--- src/rtl/fsm_rr_arbiter.sv ---
// Moore round-robin arbiter: one grant at a time, held until done, request drop or
// hold-time limit, with one mandatory dead cycle between grants.
module fsm_rr_arbiter #(
    parameter  int N       = 4,
    parameter  int TIMEOUT = 16,
    localparam int IDW     = $clog2(N),
    localparam int CW      = (TIMEOUT > 0) ? $clog2(TIMEOUT + 1) : 1
) (
    input  logic           clk,
    input  logic           rst,
    input  logic [N-1:0]   req,
    input  logic           done,
    output logic [N-1:0]   gnt,
    output logic [IDW-1:0] gnt_id,
    output logic           busy,
    output logic           timeout
);

    typedef enum logic [1:0] {
        S_IDLE  = 2'd0,
        S_GRANT = 2'd1,
        S_REL   = 2'd2,
        S_TOUT  = 2'd3
    } state_t;

    localparam bit             TO_EN    = (TIMEOUT != 0);
    localparam logic [CW-1:0]  CNT_LAST = CW'((TIMEOUT > 0) ? TIMEOUT - 1 : 0);
    localparam logic [CW-1:0]  CNT_MAX  = '1;
    localparam logic [N-1:0]   ONE      = N'(1);

    state_t         state;
    logic [IDW-1:0] last;
    logic [IDW-1:0] winner;
    logic [CW-1:0]  cnt;

    // Cyclic search starting just above the previous winner, so the last owner ranks lowest.
    function automatic logic [IDW-1:0] pick(input logic [N-1:0] r, input logic [IDW-1:0] l);
        logic [IDW-1:0] w;
        logic           found;
        int             idx;
        w     = l;
        found = 1'b0;
        for (int i = 1; i <= N; i++) begin
            idx = int'(l) + i;
            if (idx >= N) idx = idx - N;
            if (!found && r[idx[IDW-1:0]]) begin
                w     = idx[IDW-1:0];
                found = 1'b1;
            end
        end
        return w;
    endfunction

    always_comb winner = pick(req, last);

    // gnt_id doubles as the owner register; outputs are loaded together with the next state.
    always_ff @(posedge clk or posedge rst) begin
        if (rst) begin
            state   <= S_IDLE;
            gnt     <= '0;
            gnt_id  <= '0;
            busy    <= 1'b0;
            timeout <= 1'b0;
            last    <= IDW'(N - 1);
            cnt     <= '0;
        end else begin
            case (state)
                S_IDLE: begin
                    if (|req) begin
                        state   <= S_GRANT;
                        gnt     <= ONE << winner;
                        gnt_id  <= winner;
                        last    <= winner;
                        cnt     <= '0;
                        busy    <= 1'b1;
                        timeout <= 1'b0;
                    end
                end
                S_GRANT: begin
                    if (cnt != CNT_MAX) cnt <= cnt + CW'(1);
                    if (done || !req[gnt_id]) begin
                        state   <= S_REL;
                        gnt     <= '0;
                        timeout <= 1'b0;
                    end else if (TO_EN && cnt == CNT_LAST) begin
                        state   <= S_TOUT;
                        gnt     <= '0;
                        timeout <= 1'b1;
                    end
                end
                S_REL, S_TOUT: begin
                    timeout <= 1'b0;
                    if (|req) begin
                        state  <= S_GRANT;
                        gnt    <= ONE << winner;
                        gnt_id <= winner;
                        last   <= winner;
                        cnt    <= '0;
                        busy   <= 1'b1;
                    end else begin
                        state <= S_IDLE;
                        gnt   <= '0;
                        busy  <= 1'b0;
                    end
                end
                default: begin
                    state   <= S_IDLE;
                    gnt     <= '0;
                    gnt_id  <= '0;
                    busy    <= 1'b0;
                    timeout <= 1'b0;
                end
            endcase
        end
    end

endmodule

--- config.mk ---
export PLATFORM = sky130hd
export DESIGN_NAME = fsm_rr_arbiter
export DESIGN_NICKNAME = d
export VERILOG_FILES = /design/src/rtl/fsm_rr_arbiter.sv
export SDC_FILE = /design/constraint.sdc
export NUM_CORES = 1
export LEC_CHECK = 0
export CELL_PAD_IN_SITES_DETAIL_PLACEMENT = 1
export CELL_PAD_IN_SITES_GLOBAL_PLACEMENT = 2
export CORE_MARGIN = 3
export CORE_UTILIZATION = 32
export DETAILED_ROUTE_END_ITERATION = 16
export GPL_ROUTABILITY_DRIVEN = 0
export GPL_TIMING_DRIVEN = 1
export PLACE_DENSITY = 0.87
export SETUP_SLACK_MARGIN = 0.02
export SLEW_MARGIN = 10
export SYNTH_ARGS = -nofsm -noshare
export SYNTH_HDL_FRONTEND = slang
export SYNTH_SLANG_ARGS = --single-unit
--- constraint.sdc ---
create_clock -name clk -period 2 [get_ports clk]
set_input_delay 0.4 -clock clk [delete_from_list [all_inputs] [get_ports clk]]
set_output_delay 0.4 -clock clk [all_outputs]
set_load 0.01 [all_outputs]
# After elaboration in Yosys (flattened, before gate mapping)
# Index checks and enable logic that the tools add are counted.
dict set report word_totals {
  latch_bits 0
  register_bits 17
  mem_bits_rw 0
  word_cells 93
  mem_count 0
  mem_bits_ro 0
  inputBits 7
  output_inout_bits 8
}
dict set report op_classes {
  n_addsub 9
  n_shift 1
  n_div 0
  n_reduce_logical 17
  mux 41
  magnitude_cmp 9
  bitwise_logic 0
  multipliers 0
  eq_ne 9
}
# operator n
set ops {}
lappend ops {{$mux 2} 11}
lappend ops {{$mux 4} 4}
lappend ops {{$lt 2x3->1 const B} 5}
lappend ops {{$mux 1} 14}
lappend ops {{$pmux 4 s3} 1}
lappend ops {{$bmux 1 s2} 5}
lappend ops {{$mux 5} 2}
lappend ops {{$pmux 5 s2} 1}
lappend ops {{$ge 3x3->1 const B} 3}
lappend ops {{$reduce_and 2->1} 4}
lappend ops {{$sub 2x1->2 const B} 4}
lappend ops {{$add 2x2->3 const B} 2}
lappend ops {{$pmux 2 s3} 1}
lappend ops {{$add 5x1->5 const B} 1}
lappend ops {{$eq 5x4->1 const B} 1}
lappend ops {{$ne 5x5->1 const B} 1}
lappend ops {{$add 2x3->4 const B} 1}
lappend ops {{$eq 2x2->1 const B} 2}
lappend ops {{$ge 4x3->1 const B} 1}
lappend ops {{$logic_not 1->1} 4}
lappend ops {{$ne 2x2->1 const B} 2}
lappend ops {{$reduce_or 4->1} 1}
lappend ops {{$shl 1x2->4 const A} 1}
lappend ops {{$add 2x1->3 const B} 1}
lappend ops {{11 further kinds} 13}

# Logic depth before layout (Yosys ltp)
# Gate-level depths: netlist (run 1).
dict set report logic_depth {
  depth_word 18
  ltp_mapped 7
  mapped_depth_nobuf 7
}

# Least setup slack after synthesis (run 1)
# No wires, ideal clock.
dict set report synth_timing {
  kind {register -> register}
  startpoint {reg cnt[0]}
  endpoint {reg cnt[3]}
  t_required_ns 1.882
  path_stages_with_launch 8
  arrival_ns 1.545
  period_less_slack_ns 1.664
  n_path_buf 0
  setup_time_ns 0.118
  slack_ns 0.336
  path_cell_list {dfrtp_1 > ha_1 > and3_1 > ha_1 > nor3b_1 > nand4_1 > xor2_1 > nor2_1}
}
dict set report synth_via {
  elab_chain_len 3
  word_cells_on_any_way 6
  cone_classes {add/sub: 1; eq/ne: 2; mux: 2; reduce/logical: 1}
}
# item line
set synth_lines {}
lappend synth_lines {{from (decl)} 34} ;# logic [CW-1:0] cnt;
lappend synth_lines {{from (signal assigned)} 80} ;# if (cnt != CNT_MAX) cnt <= cnt + CW'(1);
lappend synth_lines {{$add 5x1->5 / $ne 5x5->1 (equally long branches)} 80}
lappend synth_lines {{$mux 5 / $ne 2x2->1 (equally long branches)} n/a}
lappend synth_lines {{$pmux 5 s2 / $reduce_and 2->1 (equally long branches)} n/a}
# Parallel ways exist; a longest one is shown, timed or not. The select of a mux whose other input is x is not followed.
# A chain may end at the register's enable or synchronous reset.

# Final worst setup path (run 1)
# Ends and elaborated chain as after synthesis.

==> results by group, run 1 <==
Power
  • Reg power frac: 0.399
  • Net Switching: 559.4 µW
  • Pwr dens: 1360 nW/µm²
  • Cell internal pwr: 934.3 µW
  • Gate power share: 0.473
  • Maximum VDD drop: 0.0006806 V
  • Tot Pwr: 1.494 mW
  • Pleak: 0.4761 nW
  • Sw Ratio: 0.3745
  • Clk pwr share: 0.128

Yosys
  • Seq/Total Area, Yosys: 0.4957
  • Syn Inst Count: 77
  • Synthesized flop and latch total: 17
  • Syn_nets: 87
  • Synth Warn #: 0
  • Synth unique cells: 31
  • Synthesized cell area: 863.3 µm²
  • Post-synthesis area per instance: 11.21 µm²

Floorplanning
  • Io pins: 15
  • Initial Util: 0.3423
  • Die Span Y: 57.94 µm
  • Site Rows: 18
  • Core footprint: 2522 µm²
  • Die footprint: 3357 µm²
  • Die W: 57.94 µm

CTS
  • Clk sink count: 17
  • Clock transition at path regs: 100 ps
  • Post-CTS Setup Bufs: 0
  • Clk_lat worst skew: 300 ps
  • H-tree levels: 1
  • TritonCTS clock tree: done
  • Cts bufs inserted: 3
  • # hold bufs at CTS: 0
  • CTS max path bufs: 2
  • Clock Root Buffer: clkbuf_4

Layout
  • Layout cell share with drive strength beyond 1: 0.1818
  • Fill count: 288
  • Final #Nets: 110
  • Diode count: 0
  • Area growth, synth to finish: 27.25%

Routing
  • Total Wirelength: 1910 µm
  • Vias: 652
  • Initial DRC Count: 5
  • Drt pass-1 iters: 4
  • Post-route ant nets: 0
  • Routed len/inst: 14.81 µm
  • Vias/cell: 5.054
  • DRC viols: 0

GRT
  • Initial antenna violation count: 0
  • Global route overflow: 0
  • First-pass GRT wire length: 3360 µm
  • GR Util All Layers: 0.1315
  • Vias in the first global route: 720
  • Pin count of the biggest net entering global routing: 18

Timing
  • Setup TNS Final: 0 ps
  • RSZ-0062 raised after global routing: no
  • Worst Tran Pin Value: 654.1 ps
  • Skew final: 2.807 ps
  • Final Critical Period: 1733 ps
  • Final period util: 0.8664
  • Final Hold Viols: 0
  • Max Slew Vio Count: 0
  • Max Clock Freq: 577.1 MHz
  • Setup violators final: 0
  • Relative slew slack: 0.5634

Hold path
  • HP Class: input port to async pin

Worst setup path
  • CP max FO: 4
  • Critical Path Sink Type: flip-flop
  • Reg-to-reg setup timing slack: 270 ps
  • R2r endpoint: cnt[3]$_DFFE_PP0P_
  • Reg-to-Reg Start: cnt[0]$_DFFE_PP0P_
  • Crit path arrival time: 1970 ps
  • R2R depth: 7
  • CP Class: flip-flop to flip-flop
  • Crit start category: flip-flop
  • Req. time, crit path: 2240 ps

Place
  • PortBufs: 14
  • Hpwl dp: 1425 µm

Status
  • Status: complete, no violations

Flow run
  • MaxCap Viol Count: 0
==> worst max path at each step <==
stage                       startpoint            endpoint  slack (ps)
finish              cnt[0]$_DFFE_PP0P_  cnt[3]$_DFFE_PP0P_         270
global route                    req[1]  gnt[2]$_DFFE_PP0P_         130
CTS                 cnt[0]$_DFFE_PP0P_  cnt[3]$_DFFE_PP0P_         160
detailed placement              req[0]  gnt[3]$_DFFE_PP0P_          20
global placement                req[1]  gnt[3]$_DFFE_PP0P_          70
floorplan           cnt[0]$_DFFE_PP0P_  cnt[3]$_DFFE_PP0P_         340
==> flip-flops by register name, summed over array words and instances, names as in the netlist <==
signal   count
cnt          5
gnt          4
gnt_id       2
last         2
state        2
busy         1
timeout      1
==> critical path, cell delays in order (launching register included) <==
cell and delay [ps]:
dfrtp_1 430, ha_1 220, and3_1 210, ha_1 210, nor3b_2 240, nand4_1 140
xor2_1 150, nor2_1 80
==> metal layers <==
metal	up-vias	GRT usage	wire length, µm
met5	-	0	0
met2	16	0.1871	847
li1	323	-	-
met3	2	0.02895	88
met1	311	0.1941	958
met4	0	0.04967	16
==> power by group through the flow <==
stage          clock network [mW]  logic [mW]  registers (mW)
5_1_grt                     0.211       0.783           0.619
6_report                    0.190       0.707           0.597
3_5_place_dp                    0       0.705           0.600
3_3_place_gp                    0       0.692           0.591
4_1_cts                     0.198       0.710           0.593
2_1_floorplan                   0       0.423           0.600
==> layout by cell type, fill, tap and decap left out, types with 3 or more instances in the layout <==
cell / instances
o21a_1: 4
nand2_1: 6
clkdlybuf4s50_1: 14
ha_1: 3
inv_1: 3
clkbuf_4: 3
nor2_1: 6
dfrtp_1: 15
o21ai_0: 3
o21ai_1: 3
nor2b_1: 3
buf_4: 5
==> Yosys cell counts <==
master	number	area, µm²
a21oi_1	2	10.01
mux2_2	2	22.52
o22ai_1	2	12.51
o21ai_4	1	16.27
nor3b_1	1	7.510
nand3_1	1	5.000
nand2_1	6	22.52
dfstp_2	2	52.55
o21ai_0	3	15.01
nand4_1	2	12.51
a21o_1	1	7.510
nor2_1	6	22.52
nor4_2	1	12.51
dfrtp_1	15	375.4
and3_1	1	6.260
mux4_2	1	22.52
nand3b_4	1	20.02
nor2b_1	3	18.77
nand2b_1	2	12.51
inv_1	3	11.26
a21boi_1	1	7.510
o21a_1	4	30.03
ha_1	3	37.54
a32o_1	2	20.02
nand3b_1	1	7.510
o21ai_1	3	15.01
nor2_2	1	6.260
o2bb2ai_1	2	17.52
xor2_1	2	17.52
or2b_1	1	7.510
buf_6	1	11.26
==> kinds of logic after synthesis <==
family          after synthesis  synth area share
flops                        17            0.4957
simple gates                 27            0.1870
buf+inv                       4           0.02609
mux                           3           0.05217
fa+ha+maj                     3           0.04348
xor+xnor                      2           0.02029
compound gates               21            0.1754
==> cell type report <==
| class | count | area, µm² | area share |
|---|---|---|---|
| Tap cell | 30 | 37.54 | 0.03417 |
| Clock buffer | 4 | 26.28 | 0.02392 |
| Multi-Input combinational cell | 56 | 417.9 | 0.3804 |
| Sequential cell | 17 | 427.9 | 0.3895 |
| Inverter | 3 | 11.26 | 0.01025 |
| Timing Repair Buffer | 19 | 177.7 | 0.1617 |
==> metrics by stage <==
step | cell area, µm² | utilization | setup WS, ps | cells | hold slack [ps]
6_report | 1099 | 0.4355 | 267.2 | 129 | 480.7
5_1_grt | 1099 | 0.4355 | 131.2 | 129 | 548.4
4_1_cts | 1094 | 0.4335 | 159.0 | 129 | 503.8
3_5_place_dp | 1067 | 0.4231 | 15.65 | 125 | 498.3
3_3_place_gp | 1067 | 0.4231 | 72.67 | 125 | 493.3
2_1_floorplan | 863.3 | - | 336.5 | 77 | 324.6
==> repair_timing <==
action                                 4_1_cts  5_1_grt
gates resized for setup                      0        1
endpoints found under the hold margin        0        0
setup endpoints to repair                    0        2
Note: power is estimated with default switching activity, not from simulation.
==> run 2, diff against run 1 <==
--- a/config.mk
+++ b/config.mk
@@ -5,15 +5,17 @@
 export SDC_FILE = /design/constraint.sdc
 export NUM_CORES = 1
 export LEC_CHECK = 0
+export ABC_AREA = 1
 export CELL_PAD_IN_SITES_DETAIL_PLACEMENT = 1
 export CELL_PAD_IN_SITES_GLOBAL_PLACEMENT = 2
 export CORE_MARGIN = 3
-export CORE_UTILIZATION = 32
+export CORE_UTILIZATION = 30
 export DETAILED_ROUTE_END_ITERATION = 16
 export GPL_ROUTABILITY_DRIVEN = 0
 export GPL_TIMING_DRIVEN = 1
-export PLACE_DENSITY = 0.87
+export PLACE_DENSITY = 0.89
 export SETUP_SLACK_MARGIN = 0.02
+export SKIP_CTS_REPAIR_TIMING = 1
 export SLEW_MARGIN = 10
 export SYNTH_ARGS = -nofsm -noshare
 export SYNTH_HDL_FRONTEND = slang
==> run 2 against run 1 <==
  * Clock skew is 1.1 ps lower
  * Critical path depth is 2 higher
  * Area after synthesis is 20% higher
  * Clock power hardly changed
  * Clock-buffer cell count stayed put
  * Utilization is 3.7 points lower
  * Critical path type unchanged
  * Highest routed layer unchanged
==> results by group, run 2 <==
Status
  • Status: complete, no violations

Power
  • Pleak: 0.6226 nW
  • Pwr dens: 1618 nW/µm²
  • Maximum VDD drop: 0.0004637 V

Timing
  • Max Slew Vio Count: 0
  • Setup violators final: 0
  • RSZ-0062 raised after global routing: no
  • Setup TNS Final: 0 ps
  • Worst Tran Pin Value: 654.9 ps
  • Relative slew slack: 0.5629
  • Final Hold Viols: 0
  • Final period util: 0.8945
  • Max Clock Freq: 559.0 MHz
  • Final Critical Period: 1789 ps
  • Skew final: 1.694 ps

Yosys
  • Synth top cells by count: nand2_1, dfrtp_1, inv_1
  • Synth top area share: 0.3610
  • Dominant cells by area after synthesis: dfrtp_1, nand2_1, nand3_1
  • Most frequent cell after synthesis: nand2_1
  • Syn Inst Count: 138
  • Syn_nets: 148
  • Post-synthesis area per instance: 7.534 µm²
  • Dominant synthesized flop cell: dfrtp_1
  • Synthesized cell area: 1040 µm²
  • Seq/Total Area, Yosys: 0.4116
  • Number of synthesized flops with an enable pin: 0
  • Synth unique cells: 24
  • Leading area contributor after synthesis: dfrtp_1
  • Synth Warn #: 0
  • Synthesized flop and latch total: 17
  • Post-synthesis async set-or-reset flop share: 1.000

GRT
  • First-pass GRT wire length: 4505 µm
  • Pin count of the biggest net entering global routing: 18
  • Initial antenna violation count: 0
  • GR Util All Layers: 0.1358
  • Vias in the first global route: 984
  • Global route overflow: 0

Worst setup path
  • Req. time, crit path: 2190 ps
  • Buf+Inv Stages, Crit Path: 0
  • Slowest-stage cell, CP: dfrtp_1
  • Critical Path Sink Type: flip-flop
  • CP Class: flip-flop to flip-flop
  • Slowest stage delay, CP: 420 ps
  • Crit path arrival time: 1980 ps
  • Crit path max-delay family: simple AND/OR/NAND/NOR gates
  • CP max FO: 4
  • Critical Path, Cell by Cell: ha_1 > nand2_1 > nor2_1 > ha_1 > or2_0 > nand2_1 > nand4_1 > o21ai_0 > a21oi_1
  • Crit start category: flip-flop

Layout
  • Most frequent cells in the layout: nand2_1, dfrtp_1, clkdlybuf4s50_1
  • Layout cell share with drive strength beyond 1: 0.1656
  • Number of flip-flops in the largest register: 5
  • Sequential cell area: 427.9 µm²
  • Diode count: 0
  • Multi-input gate area: 530.5 µm²
  • Final cell count without fillers: 201
  • Top Registers: cnt: 5 flops, gnt: 4 flops
  • Most common cell after layout, fill and taps aside: nand2_1
  • Area growth, synth to finish: 21.90%
  • Most flops, register: cnt
  • Final #Nets: 168
  • Final core utilization: 0.3988
  • Fill count: 426

Floorplanning
  • Io pins: 15
  • Die footprint: 4208 µm²
  • Die Span Y: 64.87 µm
  • Core footprint: 3178 µm²
  • Initial Util: 0.3272
  • Site Rows: 20
  • Die W: 64.87 µm

Routing
  • Drt pass-1 iters: 4
  • Post-route ant nets: 0
  • Routed len/inst: 12.50 µm
  • Vias/cell: 4.632
  • Vias: 931
  • DRC viols: 0
  • Initial DRC Count: 56
  • Total Wirelength: 2513 µm

CTS
  • CTS max path bufs: 2
  • TritonCTS clock tree: done
  • Clk sink count: 17
  • H-tree levels: 1
  • Clock transition at path regs: 100 ps
  • Clock Root Buffer: clkbuf_4
  • Cts bufs inserted: 3
  • Clk_lat worst skew: 290 ps

Hold path
  • HP Class: input port to async pin

Flow run
  • MaxCap Viol Count: 0

Place
  • Placed instance count: 197
  • PortBufs: 14
  • Hpwl dp: 1967 µm
run 2: changes by cell type after synthesis, sizes merged, moves of 3 or more:
cell / change
a21oi: +5
inv: +13
nand2: +51
nand3: +10
nor2b: -3
o21a: -4
run 2: final cells by class:
| cell class | count | area share |
|---|---|---|
| well taps | 44 | 0.04344 |
| repair buffers | 17 | 0.1283 |
| flip-flops and latches | 17 | 0.3376 |
| clock buffers | 4 | 0.02073 |
| inverters | 16 | 0.05133 |
| multi-input cells | 103 | 0.4186 |
run 2: logic make-up after synthesis:
family	Yosys count	synth area share
AO/OA/AOI/OAI	20	0.1059
adder cells (fa/ha/maj)	3	0.03610
buffers and inverters	18	0.07822
flip-flops	17	0.4116
multiplexers	1	0.009627
AND/OR/NAND/NOR	79	0.3586
run 2: metrics by stage:
step	power, mW	cell area (µm²)	hold WS, ps	worst slack (ps)
finish	2.051	1267	489.2	211.0
global route	2.282	1267	518.1	33.09
CTS	2.089	1267	506.8	207.6
detailed placement	1.881	1241	473.3	64.62
global placement	1.822	1241	465.7	127.2
floorplan	1.499	1040	324.6	273.7
run 2: final timing paths:
path                               startpoint  slack [ps]  cells after the start                 end
setup / recovery           cnt[0]$_DFFE_PP0P_         210                      9  cnt[3]$_DFFE_PP0P_
hold / removal                            rst         490                      2  cnt[1]$_DFFE_PP0P_
setup reg to reg           cnt[0]$_DFFE_PP0P_         210                      9  cnt[3]$_DFFE_PP0P_
hold reg to reg            gnt[3]$_DFFE_PP0P_         500                      2  gnt[3]$_DFFE_PP0P_
max in group asynchronous                 rst        1100                      2  cnt[4]$_DFFE_PP0P_
min in group clk           gnt[3]$_DFFE_PP0P_         500                      2  gnt[3]$_DFFE_PP0P_
run 2: layer usage:
layer  vias to the layer above  wire length [µm]  track usage
met5                         -                 0            0
met4                         0                28      0.03958
met3                         3                82      0.02600
met2                        15              1227       0.2222
met1                       434              1174       0.1808
li1                        479                 -            -
run 2: where the power goes:
group          switching [mW]  total, mW  internal (mW)
registers               0.124      0.618          0.494
logic                   0.771       1.25          0.475
clock network           0.109      0.187         0.0776
total                    1.00       2.05           1.05
